$ cat config.mk
export PLATFORM = sky130hd
export DESIGN_NAME = uart_tx_cfg
export DESIGN_NICKNAME = d
export VERILOG_FILES = /design/src/rtl/uart_tx_cfg.sv
export SDC_FILE = /design/constraint.sdc
export NUM_CORES = 1
export LEC_CHECK = 0
export BUFFER_PORTS_ARGS = -buffer_cell sky130_fd_sc_hd__buf_2
export CAP_MARGIN = 30
export CORE_ASPECT_RATIO = 0.9
export CORE_MARGIN = 4
export CORE_UTILIZATION = 55
export DETAILED_ROUTE_END_ITERATION = 7
export PLACE_DENSITY = 0.75
export SLEW_MARGIN = 20
export SYNTH_ARGS = -nofsm -noshare
export SYNTH_HDL_FRONTEND = slang
export SYNTH_SLANG_ARGS = --single-unit
$ cat constraint.sdc
create_clock -name i_Clock -period 3.6 [get_ports i_Clock]
set_input_delay 0.18 -clock i_Clock [delete_from_list [all_inputs] [get_ports i_Clock]]
set_output_delay 0.18 -clock i_Clock [all_outputs]
set_load 0.01 [all_outputs]
$ cat src/rtl/uart_tx_cfg.sv
// Configurable UART transmitter with a small transmit FIFO.
// Frames are start, DATA_BITS LSB first, optional parity, then STOP_BITS stop bits.
module uart_tx_cfg #(
   parameter int unsigned CLKS_PER_BIT = 217,
   parameter int unsigned DATA_BITS    = 8,
   parameter int unsigned PARITY       = 0,
   parameter int unsigned STOP_BITS    = 1,
   parameter int unsigned FIFO_DEPTH   = 4
) (
   input  logic                                i_Clock,
   input  logic                                i_Reset,
   input  logic                                i_TX_DV,
   input  logic [DATA_BITS-1:0]                i_TX_Data,
   output logic                                o_TX_Ready,
   output logic                                o_TX_Active,
   output logic                                o_TX_Serial,
   output logic                                o_TX_Done,
   output logic [$clog2(FIFO_DEPTH+1)-1:0]     o_FIFO_Count
);

   localparam int unsigned PTR_W  = $clog2(FIFO_DEPTH);
   localparam int unsigned CNT_W  = $clog2(FIFO_DEPTH + 1);
   localparam int unsigned BAUD_W = $clog2(CLKS_PER_BIT);
   localparam int unsigned BIT_W  = $clog2(DATA_BITS + 1);

   typedef enum logic [2:0] {
      S_IDLE,
      S_START,
      S_DATA,
      S_PARITY,
      S_STOP
   } state_e;

   logic [DATA_BITS-1:0] mem_q [FIFO_DEPTH];
   logic [PTR_W-1:0]     wr_ptr_q;
   logic [PTR_W-1:0]     rd_ptr_q;
   logic [CNT_W-1:0]     count_q;
   logic [CNT_W-1:0]     count_d;
   logic                 ready_q;

   state_e               state_q;
   logic [BAUD_W-1:0]    baud_q;
   logic [BIT_W-1:0]     bit_q;
   logic [DATA_BITS-1:0] shift_q;
   logic                 par_q;
   logic                 serial_q;
   logic                 active_q;
   logic                 done_q;

   logic                 push_c;
   logic                 pop_c;
   logic                 nempty_c;
   logic                 baud_end_c;
   logic                 last_data_c;
   logic                 last_stop_c;
   logic [DATA_BITS-1:0] rdata_c;
   logic                 par_bit_c;

   // Writes are gated by the registered ready, so a full FIFO drops them even on a pop edge.
   always_comb begin
      push_c      = i_TX_DV & ready_q;
      nempty_c    = (count_q != '0);
      baud_end_c  = (baud_q == BAUD_W'(CLKS_PER_BIT - 1));
      last_data_c = (bit_q == BIT_W'(DATA_BITS - 1));
      last_stop_c = (bit_q == BIT_W'(STOP_BITS - 1));
      rdata_c     = mem_q[rd_ptr_q];
      par_bit_c   = (^rdata_c) ^ (PARITY == 1);
      pop_c       = nempty_c & ((state_q == S_IDLE) |
                                ((state_q == S_STOP) & baud_end_c & last_stop_c));
      count_d     = count_q;
      if (push_c && !pop_c) begin
         count_d = count_q + CNT_W'(1);
      end else if (!push_c && pop_c) begin
         count_d = count_q - CNT_W'(1);
      end
   end

   always_ff @(posedge i_Clock) begin
      if (push_c) begin
         mem_q[wr_ptr_q] <= i_TX_Data;
      end
   end

   always_ff @(posedge i_Clock or posedge i_Reset) begin
      if (i_Reset) begin
         wr_ptr_q <= '0;
         rd_ptr_q <= '0;
         count_q  <= '0;
         ready_q  <= 1'b1;
      end else begin
         if (push_c) begin
            wr_ptr_q <= wr_ptr_q + PTR_W'(1);
         end
         if (pop_c) begin
            rd_ptr_q <= rd_ptr_q + PTR_W'(1);
         end
         count_q <= count_d;
         ready_q <= (count_d != CNT_W'(FIFO_DEPTH));
      end
   end

   // Serial engine: the word and its parity are captured at pop time.
   always_ff @(posedge i_Clock or posedge i_Reset) begin
      if (i_Reset) begin
         state_q  <= S_IDLE;
         baud_q   <= '0;
         bit_q    <= '0;
         shift_q  <= '0;
         par_q    <= 1'b0;
         serial_q <= 1'b1;
         active_q <= 1'b0;
         done_q   <= 1'b0;
      end else begin
         done_q <= 1'b0;
         case (state_q)
            S_IDLE: begin
               if (pop_c) begin
                  shift_q  <= rdata_c;
                  par_q    <= par_bit_c;
                  baud_q   <= '0;
                  serial_q <= 1'b0;
                  active_q <= 1'b1;
                  state_q  <= S_START;
               end
            end
            S_START: begin
               if (baud_end_c) begin
                  baud_q   <= '0;
                  bit_q    <= '0;
                  serial_q <= shift_q[0];
                  state_q  <= S_DATA;
               end else begin
                  baud_q <= baud_q + BAUD_W'(1);
               end
            end
            S_DATA: begin
               if (baud_end_c) begin
                  baud_q <= '0;
                  if (last_data_c) begin
                     bit_q <= '0;
                     if (PARITY != 0) begin
                        serial_q <= par_q;
                        state_q  <= S_PARITY;
                     end else begin
                        serial_q <= 1'b1;
                        state_q  <= S_STOP;
                     end
                  end else begin
                     bit_q    <= bit_q + BIT_W'(1);
                     shift_q  <= shift_q >> 1;
                     serial_q <= shift_q[1];
                  end
               end else begin
                  baud_q <= baud_q + BAUD_W'(1);
               end
            end
            S_PARITY: begin
               if (baud_end_c) begin
                  baud_q   <= '0;
                  bit_q    <= '0;
                  serial_q <= 1'b1;
                  state_q  <= S_STOP;
               end else begin
                  baud_q <= baud_q + BAUD_W'(1);
               end
            end
            S_STOP: begin
               if (baud_end_c) begin
                  baud_q <= '0;
                  if (last_stop_c) begin
                     done_q <= 1'b1;
                     bit_q  <= '0;
                     if (pop_c) begin
                        shift_q  <= rdata_c;
                        par_q    <= par_bit_c;
                        serial_q <= 1'b0;
                        state_q  <= S_START;
                     end else begin
                        serial_q <= 1'b1;
                        active_q <= 1'b0;
                        state_q  <= S_IDLE;
                     end
                  end else begin
                     bit_q <= bit_q + BIT_W'(1);
                  end
               end else begin
                  baud_q <= baud_q + BAUD_W'(1);
               end
            end
            default: begin
               serial_q <= 1'b1;
               active_q <= 1'b0;
               state_q  <= S_IDLE;
            end
         endcase
      end
   end

   assign o_TX_Ready   = ready_q;
   assign o_TX_Active  = active_q;
   assign o_TX_Serial  = serial_q;
   assign o_TX_Done    = done_q;
   assign o_FIFO_Count = count_q;

endmodule

Yosys cells after proc, flatten, opt, wreduce, memory -nomap -nowiden
Memories as Yosys holds them, arrays and structs flattened.
Cells that the tools add are included.
Storage, ports and cells
  logic and storage cells: 105
  memories: 1
  latch bits: 0
  bits in writable memories: 32
  memory bits (read-only): 0
  input bits: 11
  flip-flop bits (word level): 34
Operators by class
  $lt $le $gt $ge: 0
  equal/unequal tests: 17
  $mul: 0
  divide/modulo/power cells: 0
  shift operators: 0
  reduce and logical (&&, ||, !) cells: 19
  muxes and demuxes: 45
  bitwise logic cells: 6
  $add $sub $neg: 6
Memory list
  mem_q: depth 4, bits a word 8, read ports 1, clocked after memory_dff 0, write ports 1, RTL line 34  | logic [DATA_BITS-1:0] mem_q [FIFO_DEPTH];
Operators with widths (number)
  two-way mux 8 bit: 7
  two-way mux 3 bit: 9
  case mux 8 bit (3 select lines): 1
  two-way mux 4 bit: 5
  two-way mux 1 bit: 18
  != test 2 bit (second input constant): 9
  case mux 8 bit (2 select lines): 1
  case mux 3 bit (5 select lines): 1
  case mux 4 bit (3 select lines): 1
  AND reduction 5 bit: 2
  nonzero test 3 bit: 3
  adder 8 x 1 -> 8 bit (second input constant): 1
  equality test 8 bit (second input constant): 1
  AND reduction 7 bit: 1
  equality test 3 x 2 -> 1 bit (second input constant): 2
  AND reduction 6 bit: 1
  case mux 1 bit (5 select lines): 1
  adder 2 x 1 -> 2 bit (second input constant): 2
  adder 4 x 1 -> 4 bit (second input constant): 1
  AND 1 bit: 4
  equality test 4 x 3 -> 1 bit (second input constant): 1
  zero test 4 bit: 1
  AND reduction 4 bit: 1
  OR reduction 4 bit: 1
  other kinds (16): 18

Depth between registers and ports, before layout
Gate-level depths: netlist (run 1).
  depth in word-level cells: 9
  depth in mapped cells: 10
  depth with buffers taken out: 8

Least setup slack after synthesis (run 1)
No wires, ideal clock.
  kind: reg-to-reg
  start: register bit_q[0]
  end: register ready_q (netlist: o_TX_Ready)
  setup time: 0.088 ns
  data arrival time: 2.273 ns
  cell stages (with the launch flop): 10
  path slack: 1.238 ns
  path through: dfrtp_1 inv_1 ha_1 or3b_1 nor4_4 o21a_1 buf_6 mux2i_1 or3_4 or3b_1
Between the ends
  cells in the longest elaborated chain, start to end: 8
Ends and longest elaborated chain
  from (decl): RTL line 43  | logic [BIT_W-1:0] bit_q;
  from (signal assigned): RTL line 149  | bit_q <= bit_q + BIT_W'(1);
  from (signal assigned): RTL line 184  | bit_q <= bit_q + BIT_W'(1);
  zero test 4 bit *: RTL line 65  | last_stop_c = (bit_q == BIT_W'(STOP_BITS - 1));
  AND 1 bit *: RTL line 69  | ((state_q == S_STOP) & baud_end_c & last_stop_c));
  bitwise OR 1 bit *: RTL line 68  | pop_c = nempty_c & ((state_q == S_IDLE) |
  AND 1 bit *: RTL line 68
  logical AND 1 bit / zero test 1 bit (equally long branches): RTL line 73, 71
  two-way mux 3 bit / logical AND 1 bit (equally long branches): RTL line 73, 71
  two-way mux 3 bit *: RTL line 71  | if (push_c && !pop_c) begin
  named net count_d[1]: RTL line 38  | logic [CNT_W-1:0] count_d;
  != test 3 bit *: RTL line 98  | ready_q <= (count_d != CNT_W'(FIFO_DEPTH));
  to (signal assigned): RTL line 98
  to (decl): RTL line 39  | logic ready_q;
Mark *: on every way through the listed nets, which the timed path passes. The rest lies on a longest branch.
A chain may end at the register's enable or synchronous reset.

Worst setup path after layout (run 1)
Same ends and word-level chain as after synthesis.

==> summary.md, run 1 <==
| Metric | Value |
|---|---|
| Worst Path Max Fanout | `7` |
| Pwr dens | `513 nW/µm²` |
| Vias | `1846` |
| Switching power | `0.450 mW` |
| Wire per inst | `15.3 µm` |
| Die footprint | `6820 µm²` |
| NumNets Final | `286` |
| Root buf cell | `clkbuf_8` |
| Post-DP HPWL | `3550 µm` |
| Worst Hold Class | `in2reg` |
| Post-synth EDFFs | `32` |
| Combinational Power Share | `0.156` |
| Port bufs | `17` |
| Unrepaired setup endpoints after global routing | `no` |
| Core area | `5320 µm²` |
| Longest Clk Path Bufs | `2` |
| Height of the die | `78.8 µm` |
| Mapped Area | `3060 µm²` |
| R2R Path Start | `bit_q[0]` |
| Sinks on Clock Net | `66` |
| Internal | `1.28 mW` |
| Synth Flop Type | `edfxtp_1` |
| R2R setup slack | `950 ps` |
| Final TNS setup | `0 ps` |
| Asr flop ratio synth | `0.515` |
| Part of the power in registers | `0.546` |
| Worst path cell trace | `inv_1, ha_1, or3b_1, nor4_4, o21a_1, mux2i_1, or3_4, or3b_1` |
| Max Cap Viol | `0` |
| #FFs+latches synth | `66` |
| Vias in the first global route | `1895` |
| Fin area | `3380 µm²` |
| Distinct cells, synth | `46` |
| First-pass GRT wire length | `9340 µm` |
| Critical path's slowest cell | `or3b_1` |
| Worst r2r dst | `o_TX_Ready` |
| Syn Area/Cell | `12.7 µm²` |
| Min-Delay Path Depth | `1` |
| Hold Startpoint | `i_TX_Data[7]` |
| Final Slew Violations | `0` |
| Final Wtd Congestion | `0.776` |
| Critical path arrival | `2900 ps` |
| Area after DPL | `3200 µm²` |
| Worst skew pair latency | `340 ps` |
| Post-Syn Nets | `263` |
| Iter 0 DRT Violations | `164` |
| Relative slew slack | `0.532` |
| Starting Density | `0.575` |
| Die W | `86.6 µm` |
| Crit-path most repeated cell | `or3b_1` |
| Crit start category | `register` |
| Ports | `18` |
| Worst Setup End Kind | `register` |
| Pre-antenna DRT Iters | `4` |
| Pin count of the biggest net entering global routing | `35` |
| R2R depth | `8` |
| Overflow after GRT | `0` |
| Fillers | `431` |
| Lkg Pwr | `1.35 nW` |
| CP required | `3850 ps` |
| Worst Hold Endpoint | `mem_q[1][7]` |
| Slew of the pin with the lowest slew margin | `695 ps` |
| Final period demand of the worst path | `2650 ps` |
| Area delta synth->final | `10.5%` |
| Seq/Total Area, Yosys | `0.593` |
| Fmax achieved | `377 MHz` |
| CTS Buf Count | `9` |
| Slowest stage delay, CP | `460 ps` |
| Vias per cell | `5.49` |
| Synth Instances | `241` |
| Worst-path clk slew | `70 ps` |
| Sw Share | `0.259` |
| VDD IR max | `0.386 mV` |
| Post-route clock period utilization | `0.737` |
| H-tree depth | `3` |
| Ratio of cells with drive above 1 in the final layout | `0.186` |
| Power share of the clock group | `0.298` |
| Remaining DRCs | `0` |
| Overall routing resource usage | `0.181` |
| Outcome | `finished clean` |
| Initial antenna violation count | `0` |
| Synth Warn # | `0` |
| Endpoints failing hold | `0` |
| Worst Path Class, Setup | `reg2reg` |
| Drt total wl | `5150 µm` |
| TritonCTS clock tree | `yes` |
| Setup violations, final | `0` |
| Inserted Diodes | `0` |
| ANT nets after route | `0` |
| Row cnt | `25` |
| Worst Skew | `13.0 ps` |
[registers in the layout, indices dropped and copies added (netlist names), 2 cells and up]
| signal | cells |
|---|---|
| wr_ptr_q | 2 |
| rd_ptr_q | 2 |
| state_q | 3 |
| o_FIFO_Count | 3 |
| bit_q | 4 |
| baud_q | 8 |
| shift_q | 8 |
| mem_q | 32 |
[cell usage in the layout (no fill, tap or decap), types with 2 or more instances in the layout]
cell type and count:
and2_1 2, ha_1 11, a21o_1 2, nand3_1 4
dfstp_2 2, nor3_1 6, buf_2 18, nand2_1 25
xor2_1 5, edfxtp_1 32, or3b_1 2, clkbuf_1 2
dfrtp_1 32, o21ai_0 21, and3_1 5, inv_1 13
nor2_1 10, nand2b_1 4, xnor2_1 6, or3_1 4
o21a_1 2, a21oi_1 5, o22ai_1 3, buf_4 2
mux2i_1 9, mux4_2 8, clkbuf_8 10, clkinv_2 3
[power by group through the flow]
| stage | sequential [mW] | clock [mW] | combinational, mW |
|---|---|---|---|
| floorplan | 0.958 | 0 | 0.186 |
| global placement | 0.958 | 0 | 0.267 |
| detailed placement | 0.962 | 0 | 0.276 |
| CTS | 0.948 | 0.530 | 0.277 |
| global route | 0.958 | 0.574 | 0.310 |
| finish | 0.947 | 0.517 | 0.270 |
[per-stage QoR]
step	util	instances	hold slack, ps	power [mW]	worst slack [ps]
after floorplan	-	241	279	1.14	1240
after global placement	0.602	318	300	1.23	1070
after detailed placement	0.602	318	299	1.24	951
after CTS	0.635	335	48.5	1.75	964
after global routing	0.636	336	48.2	1.84	755
final	0.636	336	61.0	1.73	949
[worst max-delay path: cells and delay by family, from the launching register on]
| kind | cells | cell delay [ps] |
|---|---|---|
| AO/OA/AOI/OAI | 1 | 350 |
| adder cells (fa/ha/maj) | 1 | 120 |
| buffers and inverters | 1 | 70 |
| flip-flops | 1 | 420 |
| multiplexers | 1 | 120 |
| AND/OR/NAND/NOR | 4 | 1490 |
[timing repair]
item	CTS	global route
resized for setup	0	0
endpoints found under the setup margin	0	0
hold buffers	1	0
buffers inserted	0	0
hold endpoints to repair	32	0
[worst max-delay path by stage]
stage | to | from | slack [ps]
floorplan | o_TX_Ready | bit_q[0] | 1240
global placement | o_TX_Ready | bit_q[0] | 1070
detailed placement | o_TX_Ready | bit_q[0] | 950
CTS | o_TX_Ready | bit_q[0] | 960
global route | o_TX_Ready | bit_q[0] | 760
finish | o_TX_Ready | bit_q[0] | 950
[metal layers]
metal / global-route usage / up-vias / routed length (µm)
li1: - / 923 / -
met1: 0.251 / 881 / 2460
met2: 0.268 / 33 / 2410
met3: 0.0539 / 9 / 197
met4: 0.0748 / 0 / 83
met5: 0 / - / 0
[synth_stat cells (all sizes together) (5+ instances only)]
cell,n,share of area
mux2i,9,0.029
mux4,8,0.059
nand2,25,0.031
o21ai,21,0.034
dfrtp,32,0.26
edfxtp,32,0.31
clkbuf,5,0.0061
xnor2,6,0.017
xor2,5,0.014
and3,5,0.010
inv,13,0.016
nor2,10,0.012
a21oi,5,0.0082
nor3,6,0.0098
ha,11,0.045
or3,5,0.012
[cell families after synthesis]
kind of cell | Yosys count | share of synthesized area
simple gates | 70 | 0.123
flops | 66 | 0.593
mux | 18 | 0.0920
xor+xnor | 11 | 0.0315
buf+inv | 22 | 0.0299
fa+ha+maj | 11 | 0.0450
compound gates | 43 | 0.0855
[area by class of cell]
type	count	area, µm²	share of cell area
inverters	13	48.8	0.0144
multi-input cells	153	1150	0.341
clock inverters	4	18.8	0.00555
repair buffers	21	115	0.0341
well taps	67	83.8	0.0248
flip-flops and latches	66	1810	0.537
clock buffers	12	145	0.0429
(Power assumes the default switching activity.)
==> run 2, diff against run 1 <==
--- a/config.mk
+++ b/config.mk
@@ -9,9 +9,9 @@
 export CAP_MARGIN = 30
 export CORE_ASPECT_RATIO = 0.9
 export CORE_MARGIN = 4
-export CORE_UTILIZATION = 55
+export CORE_UTILIZATION = 54
 export DETAILED_ROUTE_END_ITERATION = 7
-export PLACE_DENSITY = 0.75
+export PLACE_DENSITY = 0.77
 export SLEW_MARGIN = 20
 export SYNTH_ARGS = -nofsm -noshare
 export SYNTH_HDL_FRONTEND = slang
==> constraint.sdc (replaced) <==
create_clock -name i_Clock -period 2.4 [get_ports i_Clock]
set_input_delay 0.12 -clock i_Clock [delete_from_list [all_inputs] [get_ports i_Clock]]
set_output_delay 0.12 -clock i_Clock [all_outputs]
set_load 0.01 [all_outputs]
==> run 2 against run 1 <==
  * Die area increased by 1.7%
  * Setup slack got worse by 830 ps
  * Largest cell class unchanged
  * Sequential cell count stayed put
  * Critical path type unchanged
  * Fmax rose by 16%
  * Wire length grew 16%
  * Via count is 9.0% higher
  * Non-clock buffer count is 22 higher
  * Largest power group unchanged
  * Final area rose by 6.6%
  * Critical endpoint unchanged
  * Utilization increased by 3.4 points
  * Register-to-register slack got worse by 830 ps
==> summary.md, run 2 (same netlist as run 1, synthesis figures left out) <==
| Metric | Value |
|---|---|
| Outcome | `finished clean` |
| Worst Hold Class | `in2reg` |
| Unrepaired setup endpoints after global routing | `no` |
| Worst Path Class, Setup | `reg2reg` |
| Vias | `2012 (+9.0%)` |
| Worst-path clk slew | `80 ps (about the same)` |
| Die footprint | `6940 µm² (+1.7%)` |
| Most frequent cells in the layout | `dfrtp_1, edfxtp_1, nand2_1` |
| Lkg Pwr | `1.46 nW (+8.0%)` |
| Overall routing resource usage | `0.197 (+0.0154)` |
| Largest Register | `mem_q` |
| GR peak layer | `met2` |
| First-pass GRT wire length | `10300 µm (+10%)` |
| Pin count of the biggest net entering global routing | `22 (-37%)` |
| CP required | `2670 ps (-1180 ps)` |
| Ports | `18 (unchanged)` |
| Drt total wl | `5960 µm (+16%)` |
| Crit-path leading delay family | `simple AND/OR/NAND/NOR gates` |
| Pre-antenna DRT Iters | `5 (+1)` |
| Max Cap Viol | `0 (unchanged)` |
| Setup violations, final | `0 (unchanged)` |
| H-tree depth | `3 (unchanged)` |
| Relative slew slack | `0.464 (-0.0672)` |
| Final TNS setup | `0 ps (unchanged)` |
| Grt met3 use | `0.0609 (+0.00695)` |
| Worst skew pair latency | `350 ps (about the same)` |
| Post-route clock period utilization | `0.952 (+0.215)` |
| Fmax achieved | `438 MHz (+16%)` |
| Starting Density | `0.569 (-0.00669)` |
| Core area | `5380 µm² (+1.2%)` |
| Initial antenna violation count | `0 (unchanged)` |
| Worst Path Max Fanout | `4 (-3)` |
| Ratio of cells with drive above 1 in the final layout | `0.234 (+0.0478)` |
| Final period demand of the worst path | `2280 ps (-368 ps)` |
| Final Slew Violations | `0 (unchanged)` |
| Critical path buffers and inverters | `1 (unchanged)` |
| VDD IR max | `0.671 mV (+74%)` |
| Longest Clk Path Bufs | `2 (unchanged)` |
| GR Layer Usage met1 | `0.264 (+0.0123)` |
| TritonCTS clock tree | `yes` |
| Wire per inst | `16.6 µm (+8.6%)` |
| Crit start category | `register` |
| Height of the die | `79.4 µm (+0.83%)` |
| Root buf cell | `clkbuf_8` |
| Minimum hold slack | `347 ps (+286 ps)` |
| Worst Setup End Kind | `register` |
| Final Wtd Congestion | `0.844 (+8.8%)` |
| Critical path's slowest cell | `or3b_4` |
| Iter 0 DRT Violations | `171 (+4.3%)` |
| Die W | `87.3 µm (+0.84%)` |
| Port bufs | `17 (unchanged)` |
| Vias in the first global route | `2104 (+11%)` |
| Worst Skew | `9.81 ps (-3.22 ps)` |
| Remaining DRCs | `0 (unchanged)` |
| NumNets Final | `308 (+7.7%)` |
| Vias per cell | `5.62 (+2.3%)` |
| Area delta synth->final | `17.8%` |
| Max reg flops | `32 (unchanged)` |
| Top Registers | `mem_q x32, baud_q x8, shift_q x8` |
| Endpoints failing hold | `0 (unchanged)` |
| Slowest stage delay, CP | `400 ps (-60 ps)` |
| CTS Buf Count | `9 (unchanged)` |
| Slew of the pin with the lowest slew margin | `803 ps (+107 ps)` |
| Met2 Use GR | `0.296 (+0.0276)` |
| Overflow after GRT | `0 (unchanged)` |
| Pwr dens | `767 nW/µm² (+49%)` |
| Total Power | `2.76 mW (+59%)` |
| Worst path cell trace | `inv_1, ha_1, or3b_4, nor4_4, o21a_2, mux2i_1, or3_4, or3b_1` |
| Inserted Diodes | `0 (unchanged)` |
| Sinks on Clock Net | `66 (unchanged)` |
| Critical path arrival | `2550 ps (-350 ps)` |
| Row cnt | `25 (unchanged)` |
| Post-DP HPWL | `4110 µm (+16%)` |
| ANT nets after route | `0 (unchanged)` |
==> run 2: changes by cell type in the layout (fill, tap and decap cells not counted), moves of 2 or more <==
cell           change
dlygate4sd3_1      +8
clkinv_2           -2
buf_4             +15
clkinvlp_4         +2
clkinv_4           +2
==> run 2: stage by stage <==
step / instances / utilization / instance area, µm² / setup slack (ps)
6_report: 358 / 0.670 / 3600 / 116
5_1_grt: 358 / 0.670 / 3600 / 23.9
4_1_cts: 357 / 0.667 / 3590 / 12.3
3_5_place_dp: 332 / 0.614 / 3310 / 11.3
3_3_place_gp: 332 / 0.614 / 3310 / 127
2_1_floorplan: 241 / - / 3060 / 38.4
==> run 2: path summary, 6_finish.rpt <==
path	endpoint	slack [ps]	depth (start not counted)	from
worst max-delay path	o_TX_Ready	120	8	bit_q[0]
worst min-delay path	o_FIFO_Count[2]	350	5	i_TX_DV
worst max register to register	o_TX_Ready	120	8	bit_q[0]
worst min register to register	shift_q[6]	500	2	shift_q[6]
max in group asynchronous	o_TX_Ready	1220	4	i_Reset
min in group asynchronous	shift_q[2]	460	3	i_Reset
==> run 2: area by class of cell <==
cell class,instances,area (µm²)
timing repair buffer,43,303
clock buffer,10,128
clock inverter,6,67.6
tap,67,83.8
fill,410,1780
multi-input combinational,153,1160
inverter,13,48.8
sequential,66,1810
==> run 2: timing repair <==
item,4_1_cts,5_1_grt
endpoints found under the hold margin,50,0
setup buffers,0,1
hold buffers,9,0
gates resized for setup,0,2
setup endpoints to repair,0,1
==> run 2: tightest hold or removal path, stage by stage <==
cell	delay, ps
buf_2	130
nand2_1	110
nand2_1	80
mux2i_1	70
xor2_1	150
==> run 2: metal layers <==
| metal | wire, µm | share of wire |
|---|---|---|
| met1 | 2680 | 0.45 |
| met2 | 2890 | 0.48 |
| met3 | 316 | 0.053 |
| met4 | 78 | 0.013 |
| met5 | 0 | 0 |
==> run 2: where the power goes <==
part           internal (mW)  total, mW  switching [mW]
clock network          0.481      0.919           0.438
registers               1.35       1.42          0.0694
logic                  0.189      0.423           0.234
total                   2.02       2.76           0.741
==> run 3, diff against run 2 <==
--- a/config.mk
+++ b/config.mk
@@ -10,6 +10,7 @@
 export CORE_ASPECT_RATIO = 0.9
 export CORE_MARGIN = 4
 export CORE_UTILIZATION = 54
+export CTS_BUF_LIST = sky130_fd_sc_hd__clkbuf_16
 export DETAILED_ROUTE_END_ITERATION = 7
 export PLACE_DENSITY = 0.77
 export SLEW_MARGIN = 20
==> run 3 against run 2 <==
  * Utilization grew 1.1 points
  * Combinational power shrank 1%
  * Clock skew shrank 4.0 ps
  * Wire length shrank 0.81%
  * Global-route usage grew 0.20 points
  * Sequential cell count is the same
  * Cell count shrank 1.1%
  * First-iteration DRC count shrank 7.6%
  * Setup slack lost 3.0 ps
  * Count of clock-buffer cells in the layout shrank 1
  * Critical path type unchanged
  * Critical endpoint unchanged
==> summary.md, run 3 (same netlist as run 1, synthesis figures left out) <==
| Metric | Value |
|---|---|
| Outcome | `finished clean` |
| Initial antenna violation count | `0 (unchanged)` |
| Ports | `18 (unchanged)` |
| Port bufs | `17 (unchanged)` |
| Worst path cell trace | `inv_1, ha_1, or3b_4, nor4_4, o21a_2, mux2i_1, or3_4, or3b_1` |
| Worst Hold Class | `in2reg` |
| R2R setup slack | `110 ps (about the same)` |
| CP required | `2650 ps (-20 ps)` |
| ANT nets after route | `0 (unchanged)` |
| Sinks on Clock Net | `66 (unchanged)` |
| Pre-CTS WS | `11.3 ps (unchanged)` |
| Core area | `5380 µm² (unchanged)` |
| Setup violations, final | `0 (unchanged)` |
| TritonCTS clock tree | `yes` |
| Worst Setup End Kind | `register` |
| Height of the die | `79.4 µm (unchanged)` |
| Crit start category | `register` |
| Starting Density | `0.569 (unchanged)` |
| Final period demand of the worst path | `2290 ps (+2.97 ps)` |
| Row cnt | `25 (unchanged)` |
| CTS Buf Count | `9 (unchanged)` |
| Ratio of cells with drive above 1 in the final layout | `0.237 (+0.00326)` |
| Final TNS setup | `0 ps (unchanged)` |
| Post-route clock period utilization | `0.953 (+0.00124)` |
| Remaining DRCs | `0 (unchanged)` |
| Multi-input logic area | `1160 µm² (unchanged)` |
| Fillers | `392 (-4.4%)` |
| Root buf cell | `clkbuf_16` |
| Critical path's slowest cell | `or3b_4` |
| Worst Skew | `5.85 ps (-3.96 ps)` |
| VDD IR max | `0.807 mV (+20%)` |
| Worst skew pair latency | `330 ps (-20 ps)` |
| H-tree depth | `3 (unchanged)` |
| Fmax achieved | `437 MHz (-0.13%)` |
| Area taken by flip-flops and latches | `1810 µm² (unchanged)` |
| Pin count of the biggest net entering global routing | `22 (unchanged)` |
| Die footprint | `6940 µm² (unchanged)` |
| Vias | `1998 (-0.70%)` |
| Max Cap Viol | `0 (unchanged)` |
| Area delta synth->final | `19.8%` |
| Endpoints failing hold | `0 (unchanged)` |
| Worst Path Max Fanout | `4 (unchanged)` |
| Pwr dens | `850 nW/µm² (+11%)` |
| Most frequent cells in the layout | `dfrtp_1, edfxtp_1, nand2_1` |
| Pre-antenna DRT Iters | `4 (-1)` |
| Setup ws final | `113 ps (-2.97 ps)` |
| Final Wtd Congestion | `0.844 (unchanged)` |
| Relative slew slack | `0.457 (-0.00722)` |
| Lkg Pwr | `1.49 nW (+2.3%)` |
| Wire per inst | `16.7 µm (+0.32%)` |
| Inserted Diodes | `0 (unchanged)` |
| Overflow after GRT | `0 (unchanged)` |
| Slew of the pin with the lowest slew margin | `813 ps (+10.8 ps)` |
| Unrepaired setup endpoints after global routing | `no` |
| Worst Path Class, Setup | `reg2reg` |
| Largest Register | `mem_q` |
| Critical path arrival | `2530 ps (-20 ps)` |
| Vias in the first global route | `2075 (-1.4%)` |
| Overall routing resource usage | `0.199 (+0.00195)` |
| Top Registers | `mem_q x32, baud_q x8, shift_q x8` |
| Post-DP HPWL | `4110 µm (unchanged)` |
| Slowest stage delay, CP | `400 ps (about the same)` |
| Max reg flops | `32 (unchanged)` |
| First-pass GRT wire length | `10300 µm (-0.27%)` |
| Drt total wl | `5910 µm (-0.81%)` |
| NumNets Final | `304 (-1.3%)` |
| Final Slew Violations | `0 (unchanged)` |
| Longest Clk Path Bufs | `2 (unchanged)` |
| Iter 0 DRT Violations | `158 (-7.6%)` |
| Die W | `87.3 µm (unchanged)` |
| Vias per cell | `5.64 (+0.43%)` |
| Worst-path clk slew | `50 ps (-30 ps)` |
run 3: worst paths after layout:
path	startpoint	depth (start not counted)	to
worst max register to register	bit_q[0]	8	o_TX_Ready
worst min register to register	shift_q[0]	2	shift_q[0]
max in group asynchronous	i_Reset	4	o_TX_Ready
worst max-delay path	bit_q[0]	8	o_TX_Ready
min in group asynchronous	i_Reset	3	shift_q[2]
worst min-delay path	i_TX_Data[3]	1	mem_q[1][3]
run 3: what timing repair did:
item / in CTS / in global routing
setup endpoints to repair: 0 / 2
endpoints found under the hold margin: 29 / 4
setup buffers: 0 / 1
resized for setup: 0 / 2
hold buffers: 4 / 1
run 3: stage by stage:
stage	instance area, µm²	hold WS, ps	std cells	utilization	total power [mW]
after floorplan	3060	219	241	-	1.72
after global placement	3310	315	332	0.614	1.83
after detailed placement	3310	318	332	0.614	1.86
after CTS	3640	0.535	352	0.677	3.15
after global routing	3660	10.4	354	0.681	3.29
final	3660	12.7	354	0.681	3.12
run 3: area by class of cell:
type	count	area share
clock buffer	9	0.0615
clock inverter	7	0.0195
inverter	13	0.0133
multi-input combinational	153	0.316
sequential	66	0.495
tap	67	0.0229
timing repair buffer	39	0.0717
run 3: worst max-delay path: cells and delay by family, from the launching register on:
family | cells | cell delay, ps
flops | 1 | 370
fa+ha+maj | 1 | 130
buf+inv | 1 | 60
compound gates | 1 | 230
mux | 1 | 90
simple gates | 4 | 1320
run 3: where the power goes:
group,switching [mW],internal (mW),total [mW]
logic,0.233,0.184,0.418
registers,0.0708,1.35,1.42
clock network,0.474,0.800,1.27
run 3: per-layer routing:
layer,global-route usage,vias to the layer above,wire length [µm]
li1,-,956,-
met1,0.264,982,2710
met2,0.291,48,2810
met3,0.0619,12,263
met4,0.109,0,131
met5,0,-,0
